==> src/rtl/gemm_job_ctrl.sv <==
// gemm_job_ctrl: job sequencer in front of the GEMM systolic array.
// Latches a weight matrix and row count on start, loads the weights,
// streams activation rows in, drains the array and forwards result rows.
//
// state   | meaning
// --------+------------------------------------------------------------
// S_IDLE  | waiting for start; weights/row count latched on acceptance
// S_LOAD  | one cycle of CMD_WRITE_WEIGHTS
// S_STREAM| activation rows accepted, array advances only on handshake
// S_DRAIN | zero activations pushed through until last row or timeout
// S_DONE  | one-cycle done pulse, back to idle

typedef enum logic [1:0] {
  CMD_NONE          = 2'd0,
  CMD_WRITE_WEIGHTS = 2'd1,
  CMD_STREAM        = 2'd2
} command_t;

module gemm_job_ctrl #(
  parameter int SA_SIZE                = 2,
  parameter int WEIGHT_ACTIVATION_SIZE = 8,
  parameter int MAX_ROWS               = 16,
  parameter int DRAIN_TIMEOUT          = 4*SA_SIZE+4,
  localparam int W  = WEIGHT_ACTIVATION_SIZE,
  localparam int RW = $clog2(MAX_ROWS+1),
  localparam int DW = $clog2(DRAIN_TIMEOUT+1)
) (
  input  logic                                 clk,
  input  logic                                 reset,
  input  logic                                 start,
  input  logic [RW-1:0]                        num_rows,
  input  logic [SA_SIZE-1:0][SA_SIZE-1:0][W-1:0] weights_in,
  input  logic                                 in_valid,
  output logic                                 in_ready,
  input  logic [SA_SIZE-1:0][W-1:0]            in_data,
  output logic                                 out_valid,
  output logic [SA_SIZE-1:0][W-1:0]            out_data,
  output logic                                 out_last,
  output logic                                 busy,
  output logic                                 done,
  output logic                                 error,
  output command_t                             gemm_cmd,
  output logic [SA_SIZE-1:0][SA_SIZE-1:0][W-1:0] gemm_weight_inputs,
  output logic [SA_SIZE-1:0][W-1:0]            gemm_activation_inputs,
  input  logic [SA_SIZE-1:0][W-1:0]            gemm_activation_outputs,
  input  logic                                 gemm_output_valid
);

  typedef enum logic [2:0] {
    S_IDLE,
    S_LOAD,
    S_STREAM,
    S_DRAIN,
    S_DONE
  } state_t;

  state_t                               state;
  logic [RW-1:0]                        num_rows_q;
  logic [SA_SIZE-1:0][SA_SIZE-1:0][W-1:0] weights_q;
  logic [RW-1:0]                        in_cnt;
  logic [RW-1:0]                        out_cnt;
  logic [DW-1:0]                        drain_cnt;
  logic                                 hs;
  logic                                 capture;
  logic [RW-1:0]                        num_rows_clamped;

  assign num_rows_clamped   = (num_rows > RW'(MAX_ROWS)) ? RW'(MAX_ROWS) : num_rows;
  assign in_ready           = (state == S_STREAM) && (in_cnt < num_rows_q);
  assign hs                 = in_valid && in_ready;
  assign busy               = (state != S_IDLE);
  assign done               = (state == S_DONE);
  assign gemm_weight_inputs = weights_q;

  // Array command and activation mux; the array only advances on CMD_STREAM.
  always_comb begin
    gemm_cmd               = CMD_NONE;
    gemm_activation_inputs = '0;
    case (state)
      S_LOAD:   gemm_cmd = CMD_WRITE_WEIGHTS;
      S_STREAM: begin
        if (hs) begin
          gemm_cmd               = CMD_STREAM;
          gemm_activation_inputs = in_data;
        end
      end
      S_DRAIN:  gemm_cmd = CMD_STREAM;
      default:  gemm_cmd = CMD_NONE;
    endcase
  end

  // A result is only consumed in a cycle where the array is also advancing,
  // so a row presented during a bubble is taken exactly once.
  assign capture = gemm_output_valid && (gemm_cmd == CMD_STREAM) && (out_cnt < num_rows_q);

  // Job FSM, counters and registered result stream.
  always_ff @(posedge clk or posedge reset) begin
    if (reset) begin
      state      <= S_IDLE;
      num_rows_q <= '0;
      weights_q  <= '0;
      in_cnt     <= '0;
      out_cnt    <= '0;
      drain_cnt  <= '0;
      out_valid  <= 1'b0;
      out_data   <= '0;
      out_last   <= 1'b0;
      error      <= 1'b0;
    end else begin
      out_valid <= 1'b0;
      out_last  <= 1'b0;
      if (capture) begin
        out_valid <= 1'b1;
        out_data  <= gemm_activation_outputs;
        out_last  <= (out_cnt == num_rows_q - 1'b1);
        out_cnt   <= out_cnt + 1'b1;
      end

      case (state)
        S_IDLE: begin
          if (start) begin
            weights_q  <= weights_in;
            num_rows_q <= num_rows_clamped;
            error      <= 1'b0;
            in_cnt     <= '0;
            out_cnt    <= '0;
            drain_cnt  <= '0;
            state      <= (num_rows == '0) ? S_DONE : S_LOAD;
          end
        end
        S_LOAD: state <= S_STREAM;
        S_STREAM: begin
          if (hs) begin
            in_cnt <= in_cnt + 1'b1;
            if (in_cnt == num_rows_q - 1'b1) state <= S_DRAIN;
          end
        end
        S_DRAIN: begin
          drain_cnt <= drain_cnt + 1'b1;
          // out_cnt reaches num_rows in the cycle the last row is on out_*,
          // so done lands one cycle after the final out_valid.
          if (out_cnt == num_rows_q) begin
            state <= S_DONE;
          end else if (drain_cnt == DW'(DRAIN_TIMEOUT-1)) begin
            state <= S_DONE;
            error <= 1'b1;
          end
        end
        S_DONE:  state <= S_IDLE;
        default: state <= S_IDLE;
      endcase
    end
  end

endmodule
==> config.mk <==
export PLATFORM = sky130hd
export DESIGN_NAME = gemm_job_ctrl
export DESIGN_NICKNAME = d
export VERILOG_FILES = /design/src/rtl/gemm_job_ctrl.sv
export SDC_FILE = /design/constraint.sdc
export NUM_CORES = 1
export LEC_CHECK = 0
export ABC_AREA = 1
export ABC_CLOCK_PERIOD_IN_PS = 2200
export BUFFER_PORTS_ARGS = -buffer_cell sky130_fd_sc_hd__buf_2
export CAP_MARGIN = 20
export CORE_UTILIZATION = 38
export CTS_BUF_LIST = sky130_fd_sc_hd__clkbuf_8
export CTS_CLUSTER_DIAMETER = 120
export DETAILED_ROUTE_END_ITERATION = 8
export PLACE_DENSITY_LB_ADDON = 0.05
export SLEW_MARGIN = 20
export SYNTH_ARGS = -nofsm -noshare
export SYNTH_HDL_FRONTEND = slang
export SYNTH_SLANG_ARGS = --single-unit
==> constraint.sdc <==
create_clock -name clk -period 2.2 [get_ports clk]
set_input_delay 0.33 -clock clk [delete_from_list [all_inputs] [get_ports clk]]
set_output_delay 0.33 -clock clk [all_outputs]
set_load 0.01 [all_outputs]
==> impl_metrics.tcl, run 1 <==
set metrics [dict create \
    design.core.area_um2 9280 \
    p_comb_share_pct 49.3 \
    cp-end-kind "output pin" \
    ant_nets 0 \
    crit_start "num_rows_q[4]" \
    io_buffer_count 145 \
    layout_setup_ws_ps 25.6 \
    final.setup_skew_ps 13.7 \
    grt_pass1_wl_mm 15.1 \
    clock_power_share_pct 16.4 \
    io_pins 146 \
    r2r_start "num_rows_q[4]" \
    rsz0062_at_grt "true" \
    synth_edf_count 0 \
    r2r_setup_slack_ps 150 \
    fp-row-count 35 \
    start_util_pct 39.2 \
    ctsLongestPathBuffers 2 \
    yosysMostFrequentCell "nand2_1" \
    arrival_ps 1840 \
    antenna_found_initial 0 \
    dominantRegCellSynth "dfrtp_1" \
    die_area_um2 9980 \
    clk_latency_ps 350 \
    max_cap_violations 0 \
    grt_pass1_vias 3250 \
    place_congestion 0.836 \
    ff_latch_area_um2 1830 \
    swShare_pct 43.7 \
    pre_cts_ws_ps 185 \
    hp-class "in -> async" \
    die_h_um 99.9 \
    ys_types 27 \
    syn_avg_cell_area_um2 7.92 \
    nets 711 \
    wl_mm 9.22 \
    min_period_over_period_pct 98.8 \
    yosys-top-cells-area "dfrtp_1, nand2_1, inv_1" \
    finalSetupViolations 0 \
    grt_overflow 0 \
    power.internal_mw 3.67 \
    synthCells 460 \
    p_seq_share_pct 34.3 \
    max_freq_mhz 460 \
    viasPerCell 4.52 \
    drtIter0Drc 105 \
    netlist_area_um2 3640 \
    grt_use_total_pct 19.2 \
    r2r-end "out_cnt[2]" \
    endpoint "gemm_activation_inputs[2]" \
    powerDensity_nw_per_um2 1330 \
    hold_violations 0 \
    worst_pin_slew_ps 420 \
    async_flop_share_pct 100 \
    clock_sinks 73 \
    p_sw_mw 2.84 \
    yosysSeqAreaShare_pct 50.1 \
    cts_tree "built" \
    syn_nets 548 \
    cts.reportedPaths.clkPinSlew_ps 80 \
    maxSlewHeadroom_pct 72.0 \
    area_growth_pct 34.5 \
    p_leak_nw 2.86 \
    drive_gt1_share_pct 35.0 \
    detailed_place_hpwl_mm 6.40 \
    yosys_warnings 0 \
    wire_per_inst_um 12.2 \
    cts_root_buf "clkbuf_8" \
    timing.hold.ws_ps 55.4 \
    vias 3425 \
    path_max_fanout 5 \
    cts_inserted_buffers 9 \
    fin_crit_ps 2170 \
    first_pass_iters 4 \
    synth_top_cell_by_area "dfrtp_1" \
    critPathLaunchType "register" \
    multi_input_area_um2 1630 \
    post-route-util_pct 52.8 \
    antenna_cells 0 \
    cp.required_ps 1870 \
    n_fill_cell 958 \
    drv_slew 0 \
    synth_top_area_share_pct 50.1 \
    worstSetupPathType "reg -> out" \
    ir_drop_mv 0.750 \
    reg2reg_depth 13 \
    hold_buffers 0 \
    grt_max_degree 74 \
    route.detailed.drc 0 \
    chipWidth_um 99.9 \
    status "complete, no violations" \
    synthTopCellsByCount "nand2_1, dfrtp_1, inv_1, nor2_1, nand3_1" \
    ys_ff_latch 73 \
    cts_max_level 3 \
]
per-stage QoR:
step | instances | area [um2] | total power [mW] | setup TNS (ps)
2_1_floorplan | 460 | 3640 | 4.17 | 0
3_3_place_gp | 725 | 4490 | 5.10 | 0
3_5_place_dp | 725 | 4490 | 5.17 | 0
4_1_cts | 746 | 4740 | 6.37 | 0
5_1_grt | 757 | 4900 | 7.13 | -406
6_report | 757 | 4900 | 6.51 | 0
cell usage in the layout (no fill, tap or decap), types with 2 or more instances in the layout:
cell type,n
nand3_2,2
xor2_1,6
clkbuf_8,9
nand2_4,4
nand3b_1,2
inv_6,2
a21oi_1,13
clkinvlp_4,2
inv_2,8
inv_1,45
buf_2,144
dfrtp_1,69
ha_1,12
o22ai_1,4
ha_4,2
nor3_2,2
nor2_4,3
nand4_1,3
dfrtp_2,4
nand3_4,2
o21ai_0,12
nor2_1,30
nor2_2,10
buf_4,15
buf_6,2
nand2_2,2
nand3_1,25
nand2_1,185
worst min-delay path by stage:
stage / to / slack (ps) / cells past startpoint
global placement: out_data[8] / 450 / 3
global route: out_data[5] / 80 / 3
finish: out_data[2] / 60 / 3
floorplan: out_data[0] / 440 / 2
CTS: out_data[5] / 60 / 3
detailed placement: out_data[13] / 450 / 3
cell type report:
| type | instances | share of cell area [%] |
|---|---|---|
| Tap cell | 129 | 3.29 |
| Multi-Input combinational cell | 323 | 33.2 |
| Clock buffer | 9 | 2.53 |
| Sequential cell | 73 | 37.4 |
| Inverter | 54 | 4.19 |
| Timing Repair Buffer | 162 | 17.9 |
| Clock inverter | 7 | 1.56 |
worst max-delay path, cell delays in order (launching register included):
cell,delay [ps]
dfrtp_1,390
inv_2,100
ha_4,210
nand2_2,60
nand2_2,50
nor2_4,230
nand3_4,180
nor2_2,140
buf_2,130
flip-flops by register name, indices dropped and copies added (netlist names):
signal,cells
error,1
out_data,16
state,3
gemm_weight_inputs,32
drain_cnt,4
out_valid,1
in_cnt,5
out_last,1
num_rows_q,5
out_cnt,5
what timing repair did:
action / 4_1_cts / 5_1_grt
setup buffers: 3 / 10
gates cloned: 2 / 1
endpoints found under the setup margin: 17 / 23
gates resized for setup: 4 / 23
pin swaps: 3 / 7
power by group through the flow:
stage | clock network (mW) | logic, mW | registers, mW
floorplan | 0 | 1.77 | 2.40
global placement | 0 | 2.86 | 2.24
detailed placement | 0 | 2.92 | 2.25
CTS | 1.11 | 3.02 | 2.23
global route | 1.17 | 3.65 | 2.31
finish | 1.07 | 3.21 | 2.23
cells by family (layout without fill, tap and decap cells):
logic type / Yosys count / after routing / share of synthesized area, %
and+or+nand+nor: 270 / 273 / 31.5
DFF: 73 / 73 / 50.1
buffers and inverters: 67 / 232 / 7.90
AOI/OAI and AO/OA: 30 / 30 / 4.26
adders and majority gates: 14 / 14 / 4.81
xor gates and xnor gates: 6 / 6 / 1.44
layer usage:
| layer | track usage (%) | up-vias | wire (um) |
|---|---|---|---|
| met4 | 5.66 | 0 | 123 |
| met3 | 5.50 | 10 | 456 |
| met2 | 31.6 | 78 | 4570 |
| li1 | - | 1744 | - |
| met5 | 0 | - | 0 |
| met1 | 24.5 | 1593 | 4070 |
(Power assumes the default switching activity.)
==> inputs of run 2 (changes only) <==
==> constraint.sdc (replaced) <==
create_clock -name clk -period 2.2 [get_ports clk]
set_input_delay 0.22 -clock clk [delete_from_list [all_inputs] [get_ports clk]]
set_output_delay 0.22 -clock clk [all_outputs]
set_load 0.01 [all_outputs]
==> run 2 against run 1 <==
Clock skew barely moved. Clock-buffer cell count rose by 1. Power fell by 2.8%. Die area did not move. Combinational power fell by 6.2%. Worst hold slack improved by 6.5 ps. Non-clock buffer count fell by 4. Via count fell by 2.1%. Highest routed layer unchanged. Sequential share of layout area rose by 0.40 points. Worst setup slack improved by 62 ps.
==> impl_metrics.tcl, run 2 (synthesis gave the netlist of run 1 again) <==
set metrics [dict create \
    met1_usage_pct 23.4 \
    grt_pass1_wl_mm 14.6 \
    antenna_found_initial 0 \
    max_freq_mhz 473 \
    ctsLongestPathBuffers 2 \
    powerDensity_nw_per_um2 1310 \
    drtIter0Drc 81 \
    cp.required_ps 1980 \
    viasPerCell 4.47 \
    ant_nets 0 \
    first_pass_iters 4 \
    fin_crit_ps 2110 \
    r2r_start "num_rows_q[2]" \
    route.detailed.drc 0 \
    die_h_um 99.9 \
    ff_latch_area_um2 1830 \
    grt_overflow 0 \
    die_area_um2 9980 \
    n_fill_cell 943 \
    area_growth_pct 32.8 \
    r2r_setup_slack_ps 120 \
    r2r-end "out_cnt[2]" \
    final_cell_area_um2 4840 \
    nets 704 \
    mostFrequentLayoutCell "nand2_1" \
    holdPathStages 3 \
    hold_end "out_data[13]" \
    chipWidth_um 99.9 \
    crit_start "num_rows_q[2]" \
    p_seq_share_pct 35.3 \
    cts_inserted_buffers 9 \
    fp-row-count 35 \
    clock_power_share_pct 17.1 \
    start_util_pct 39.2 \
    maxSlewHeadroom_pct 54.3 \
    dpl_cell_area_um2 4500 \
    worstSetupPathType "reg -> out" \
    antenna_cells 0 \
    min_period_over_period_pct 96.0 \
    hp-class "in -> reg" \
    ir_drop_mv 0.562 \
    status "complete, no violations" \
    wl_mm 8.97 \
    critPathLaunchType "register" \
    swShare_pct 42.9 \
    top_usage_layer "met2" \
    power.internal_mw 3.62 \
    grt_max_degree 39 \
    grt_use_met2_pct 30.5 \
    max_cap_violations 0 \
    finalSetupViolations 0 \
    drv_slew 0 \
    largest_reg_flops 32 \
    vias 3352 \
    hold_violations 0 \
    p_leak_nw 2.85 \
    clk_latency_ps 340 \
    cts.reportedPaths.clkPinSlew_ps 90 \
    detailed_place_hpwl_mm 6.56 \
    final.setup_skew_ps 13.4 \
    worst_pin_slew_ps 684 \
    pre_cts_ws_ps 192 \
    gr-usage-met3_pct 4.46 \
    io_pins 146 \
    drive_gt1_share_pct 32.9 \
    place_congestion 0.840 \
    reg2reg_depth 12 \
    grt_pass1_vias 3170 \
    hold_start "gemm_activation_outputs[13]" \
    path_max_fanout 8 \
    p_sw_mw 2.72 \
    arrival_ps 1890 \
    cts_tree "built" \
    design.core.area_um2 9280 \
    p_comb_share_pct 47.6 \
    multi_input_area_um2 1570 \
    cts_max_level 3 \
    clock_sinks 73 \
    cp-end-kind "output pin" \
    layout_setup_ws_ps 87.2 \
    cts_root_buf "clkbuf_8" \
    wire_per_inst_um 12.0 \
    final_cell_mix "nand2_1, buf_2, dfrtp_1, inv_1, nor2_1" \
    io_buffer_count 145 \
    grt_use_total_pct 18.6 \
]
==> run 2: cell count changes in the layout (fill, tap and decap cells not counted), moves of 2 or more <==
cell / delta
buf_4: -6
buf_6: -2
dfrtp_1: +3
dfrtp_2: -3
nand2_1: +2
nand3_2: -2
==> run 2: final cells by class <==
cell class,instances,share of cell area (%)
Clock inverter,6,1.37
Sequential cell,73,37.8
Tap cell,129,3.34
Multi-Input combinational cell,320,32.5
Inverter,54,4.24
Timing Repair Buffer,158,17.9
Clock buffer,10,2.84
==> run 2: worst max-delay path by stage <==
stage,end,slack (ps)
2_1_floorplan,drain_cnt[0],130
3_3_place_gp,out_cnt[2],270
3_5_place_dp,out_cnt[2],190
4_1_cts,gemm_activation_inputs[15],4
5_1_grt,gemm_activation_inputs[2],-10
6_report,gemm_activation_inputs[8],90
==> run 2: what timing repair did <==
action / 4_1_cts / 5_1_grt
endpoints found under the hold margin: 24 / 0
pin swaps: 0 / 4
gates cloned: 0 / 1
buffers inserted: 0 / 6
endpoints found under the setup margin: 16 / 35
resized for setup: 1 / 16
hold buffers: 1 / 0
==> run 2: metrics by stage <==
| step | power, mW | std cells | hold slack, ps | setup TNS, ps | util (%) |
|---|---|---|---|---|---|
| 5_1_grt | 6.93 | 750 | 40.4 | -66.6 | 52.1 |
| 3_5_place_dp | 5.15 | 726 | 374 | 0 | 48.5 |
| 6_report | 6.33 | 750 | 61.9 | 0 | 52.1 |
| 2_1_floorplan | 4.17 | 460 | 330 | 0 | - |
| 4_1_cts | 6.25 | 743 | 44.8 | 0 | 50.8 |
| 3_3_place_gp | 5.09 | 726 | 373 | 0 | 48.5 |
==> run 2: worst max-delay path: stages (launching register included) <==
cell	delay [ps]
dfrtp_1	430
inv_2	140
ha_4	220
nor2_2	90
nor2_1	40
nand2_1	110
nand3_4	130
clkbuf_16	180
nor2_1	80
buf_2	130
==> run 2: power by group through the flow <==
stage | logic [mW] | registers (mW) | clock network [mW]
after global routing | 3.44 | 2.30 | 1.19
after CTS | 2.90 | 2.23 | 1.12
after global placement | 2.85 | 2.24 | 0
final | 3.01 | 2.24 | 1.08
after detailed placement | 2.90 | 2.25 | 0
after floorplan | 1.77 | 2.40 | 0
==> run 2: routing by layer <==
| metal | part of all wire, % | vias to the layer above |
|---|---|---|
| li1 | - | 1728 |
| met1 | 46 | 1527 |
| met2 | 47 | 87 |
| met3 | 4.9 | 10 |
| met4 | 1.8 | 0 |
| met5 | 0 | - |
==> inputs of run 3 (changes only) <==
- RECOVER_POWER: not set -> 100
- SLEW_MARGIN: 20 -> 25
==> run 3 against run 2 <==
Wire length grew 0.35%. Register-to-register slack is essentially flat. Die area is the same. First-iteration DRC count grew 9.9%. Design area shrank 1.7%. Sequential cell count is the same. Sequential share of layout area grew 0.65 points. Utilization shrank 0.88 points. Final cell count is the same. Critical path depth is the same. Critical path type unchanged. Largest cell class unchanged.
==> impl_metrics.tcl, run 3 (synthesis gave the netlist of run 1 again) <==
set metrics [dict create \
    status "complete, no violations" \
    nets 704 \
    slowest_stage "dfrtp_1" \
    multi_input_area_um2 1560 \
    min_period_over_period_pct 95.9 \
    final.setup_skew_ps 11.9 \
    max_cap_violations 0 \
    arrival_ps 1890 \
    grt_pass1_vias 3170 \
    cp_slowest_stage_delay_ps 430 \
    cts_inserted_buffers 9 \
    grt_pass1_wl_mm 14.6 \
    wl_mm 9.00 \
    r2r-end "out_cnt[2]" \
    viasPerCell 4.44 \
    place_inst 726 \
    cts_root_buf "clkbuf_8" \
    die_h_um 99.9 \
    ant_nets 0 \
    antenna_cells 0 \
    final_cell_area_um2 4760 \
    area_growth_pct 30.6 \
    largest_reg_flops 32 \
    io_pins 146 \
    hold_start "gemm_activation_outputs[14]" \
    clock_sinks 73 \
    mostFrequentLayoutCell "nand2_1" \
    wire_per_inst_um 12.0 \
    chipWidth_um 99.9 \
    die_area_um2 9980 \
    design.core.area_um2 9280 \
    critPathLaunchType "register" \
    holdPathStages 3 \
    ir_drop_mv 0.540 \
    crit_top_cell "nor2_1" \
    maxSlewHeadroom_pct 17.0 \
    io_buffer_count 145 \
    cts.reportedPaths.clkPinSlew_ps 90 \
    clk_latency_ps 340 \
    cp_cell_sequence "inv_2 > ha_4 > nor2_2 > nor2_1 > nand2_1 > nand3_4 > clkbuf_16 > nor2_1 > buf_2" \
    cts_tree "built" \
    cp-end-kind "output pin" \
    drv_slew 0 \
    final_cell_mix "nand2_1, buf_2, dfrtp_1, clkbuf_1, inv_1" \
    r2r_setup_slack_ps 120 \
    hold_violations 0 \
    hp-class "in -> reg" \
    drtIter0Drc 89 \
    powerDensity_nw_per_um2 1300 \
    hold_end "out_data[14]" \
    fin_crit_ps 2110 \
    crit_start "num_rows_q[2]" \
    max_freq_mhz 474 \
    vias 3331 \
    cp.required_ps 1980 \
    reg2reg_depth 12 \
    path_max_fanout 8 \
    cts_max_level 3 \
    grt_max_degree 39 \
    finalNonFillerCells 750 \
    grt_overflow 0 \
    worstSetupPathType "reg -> out" \
    route.detailed.drc 0 \
    r2r_start "num_rows_q[2]" \
    place_congestion 0.840 \
    detailed_place_hpwl_mm 6.56 \
    first_pass_iters 4 \
    n_fill_cell 967 \
    antenna_found_initial 0 \
    start_util_pct 39.2 \
    p_leak_nw 2.67 \
    dpl_cell_area_um2 4500 \
    grt_use_total_pct 18.6 \
    finalSetupViolations 0 \
    fp-row-count 35 \
    worst_pin_slew_ps 1240 \
    drive_gt1_share_pct 23.3 \
    ff_latch_area_um2 1830 \
    ctsLongestPathBuffers 2 \
]
-- run 3: cell types whose count changed in the layout (fill, tap and decap cells not counted) --
| cell | previous run | this run |
|---|---|---|
| buf_4 | 9 | 7 |
| inv_2 | 8 | 5 |
| nor2_4 | 3 | 2 |
| buf_2 | 145 | 92 |
| clkbuf_4 | 0 | 1 |
| inv_1 | 46 | 49 |
| nor2_1 | 31 | 34 |
| clkbuf_2 | 0 | 1 |
| nor2_2 | 9 | 7 |
| clkbuf_1 | 0 | 53 |
-- run 3: final cells by class --
type                       instances  area share (%)
clock inverter                     6            1.39
clock buffer                      10            2.89
tap                              129            3.39
sequential                        73            38.4
inverter                          54            4.31
timing repair buffer             158            16.8
multi-input combinational        320            32.8
-- run 3: how the worst max path moves through the flow --
stage	end	slack [ps]
2_1_floorplan	drain_cnt[0]	130
3_3_place_gp	out_cnt[2]	270
3_5_place_dp	out_cnt[2]	190
4_1_cts	gemm_activation_inputs[15]	4
5_1_grt	gemm_activation_inputs[2]	-10
6_report	gemm_activation_inputs[8]	90
-- run 3: metal layers --
metal | part of all wire (%) | vias to the layer above | GRT usage [%]
li1 | - | 1727 | -
met1 | 46 | 1516 | 23.4
met2 | 48 | 80 | 30.5
met3 | 4.8 | 8 | 4.46
met4 | 1.3 | 0 | 8.14
met5 | 0 | - | 0
-- run 3: metrics by stage --
step | power, mW | setup slack (ps) | TNS (ps) | utilization (%) | hold WS [ps]
after detailed placement | 5.15 | 192 | 0 | 48.5 | 374
after global routing | 6.81 | -13.0 | -70.4 | 51.2 | 40.4
after floorplan | 4.17 | 127 | 0 | - | 330
after global placement | 5.09 | 275 | 0 | 48.5 | 373
after CTS | 6.25 | 4.36 | 0 | 50.8 | 44.8
final | 6.20 | 89.6 | 0 | 51.2 | 64.3
-- run 3: timing repair --
item	CTS	global route
resized for setup	1	16
setup buffers	0	6
gates cloned	0	1
hold buffers	1	0
hold endpoints to repair	24	0
pin swaps	0	4
endpoints found under the setup margin	16	35
-- run 3: report_power, final --
part	total (mW)	internal (mW)	switching, mW
Combinational	2.88	1.04	1.83
Sequential	2.24	1.89	0.353
Clock	1.08	0.557	0.524
-- run 3: critical path, delay by kind of cell, from the launching register on --
kind,cells,cell delay [ps]
buffers and inverters,3,450
and+or+nand+nor,5,450
DFF,1,430
adders and majority gates,1,220
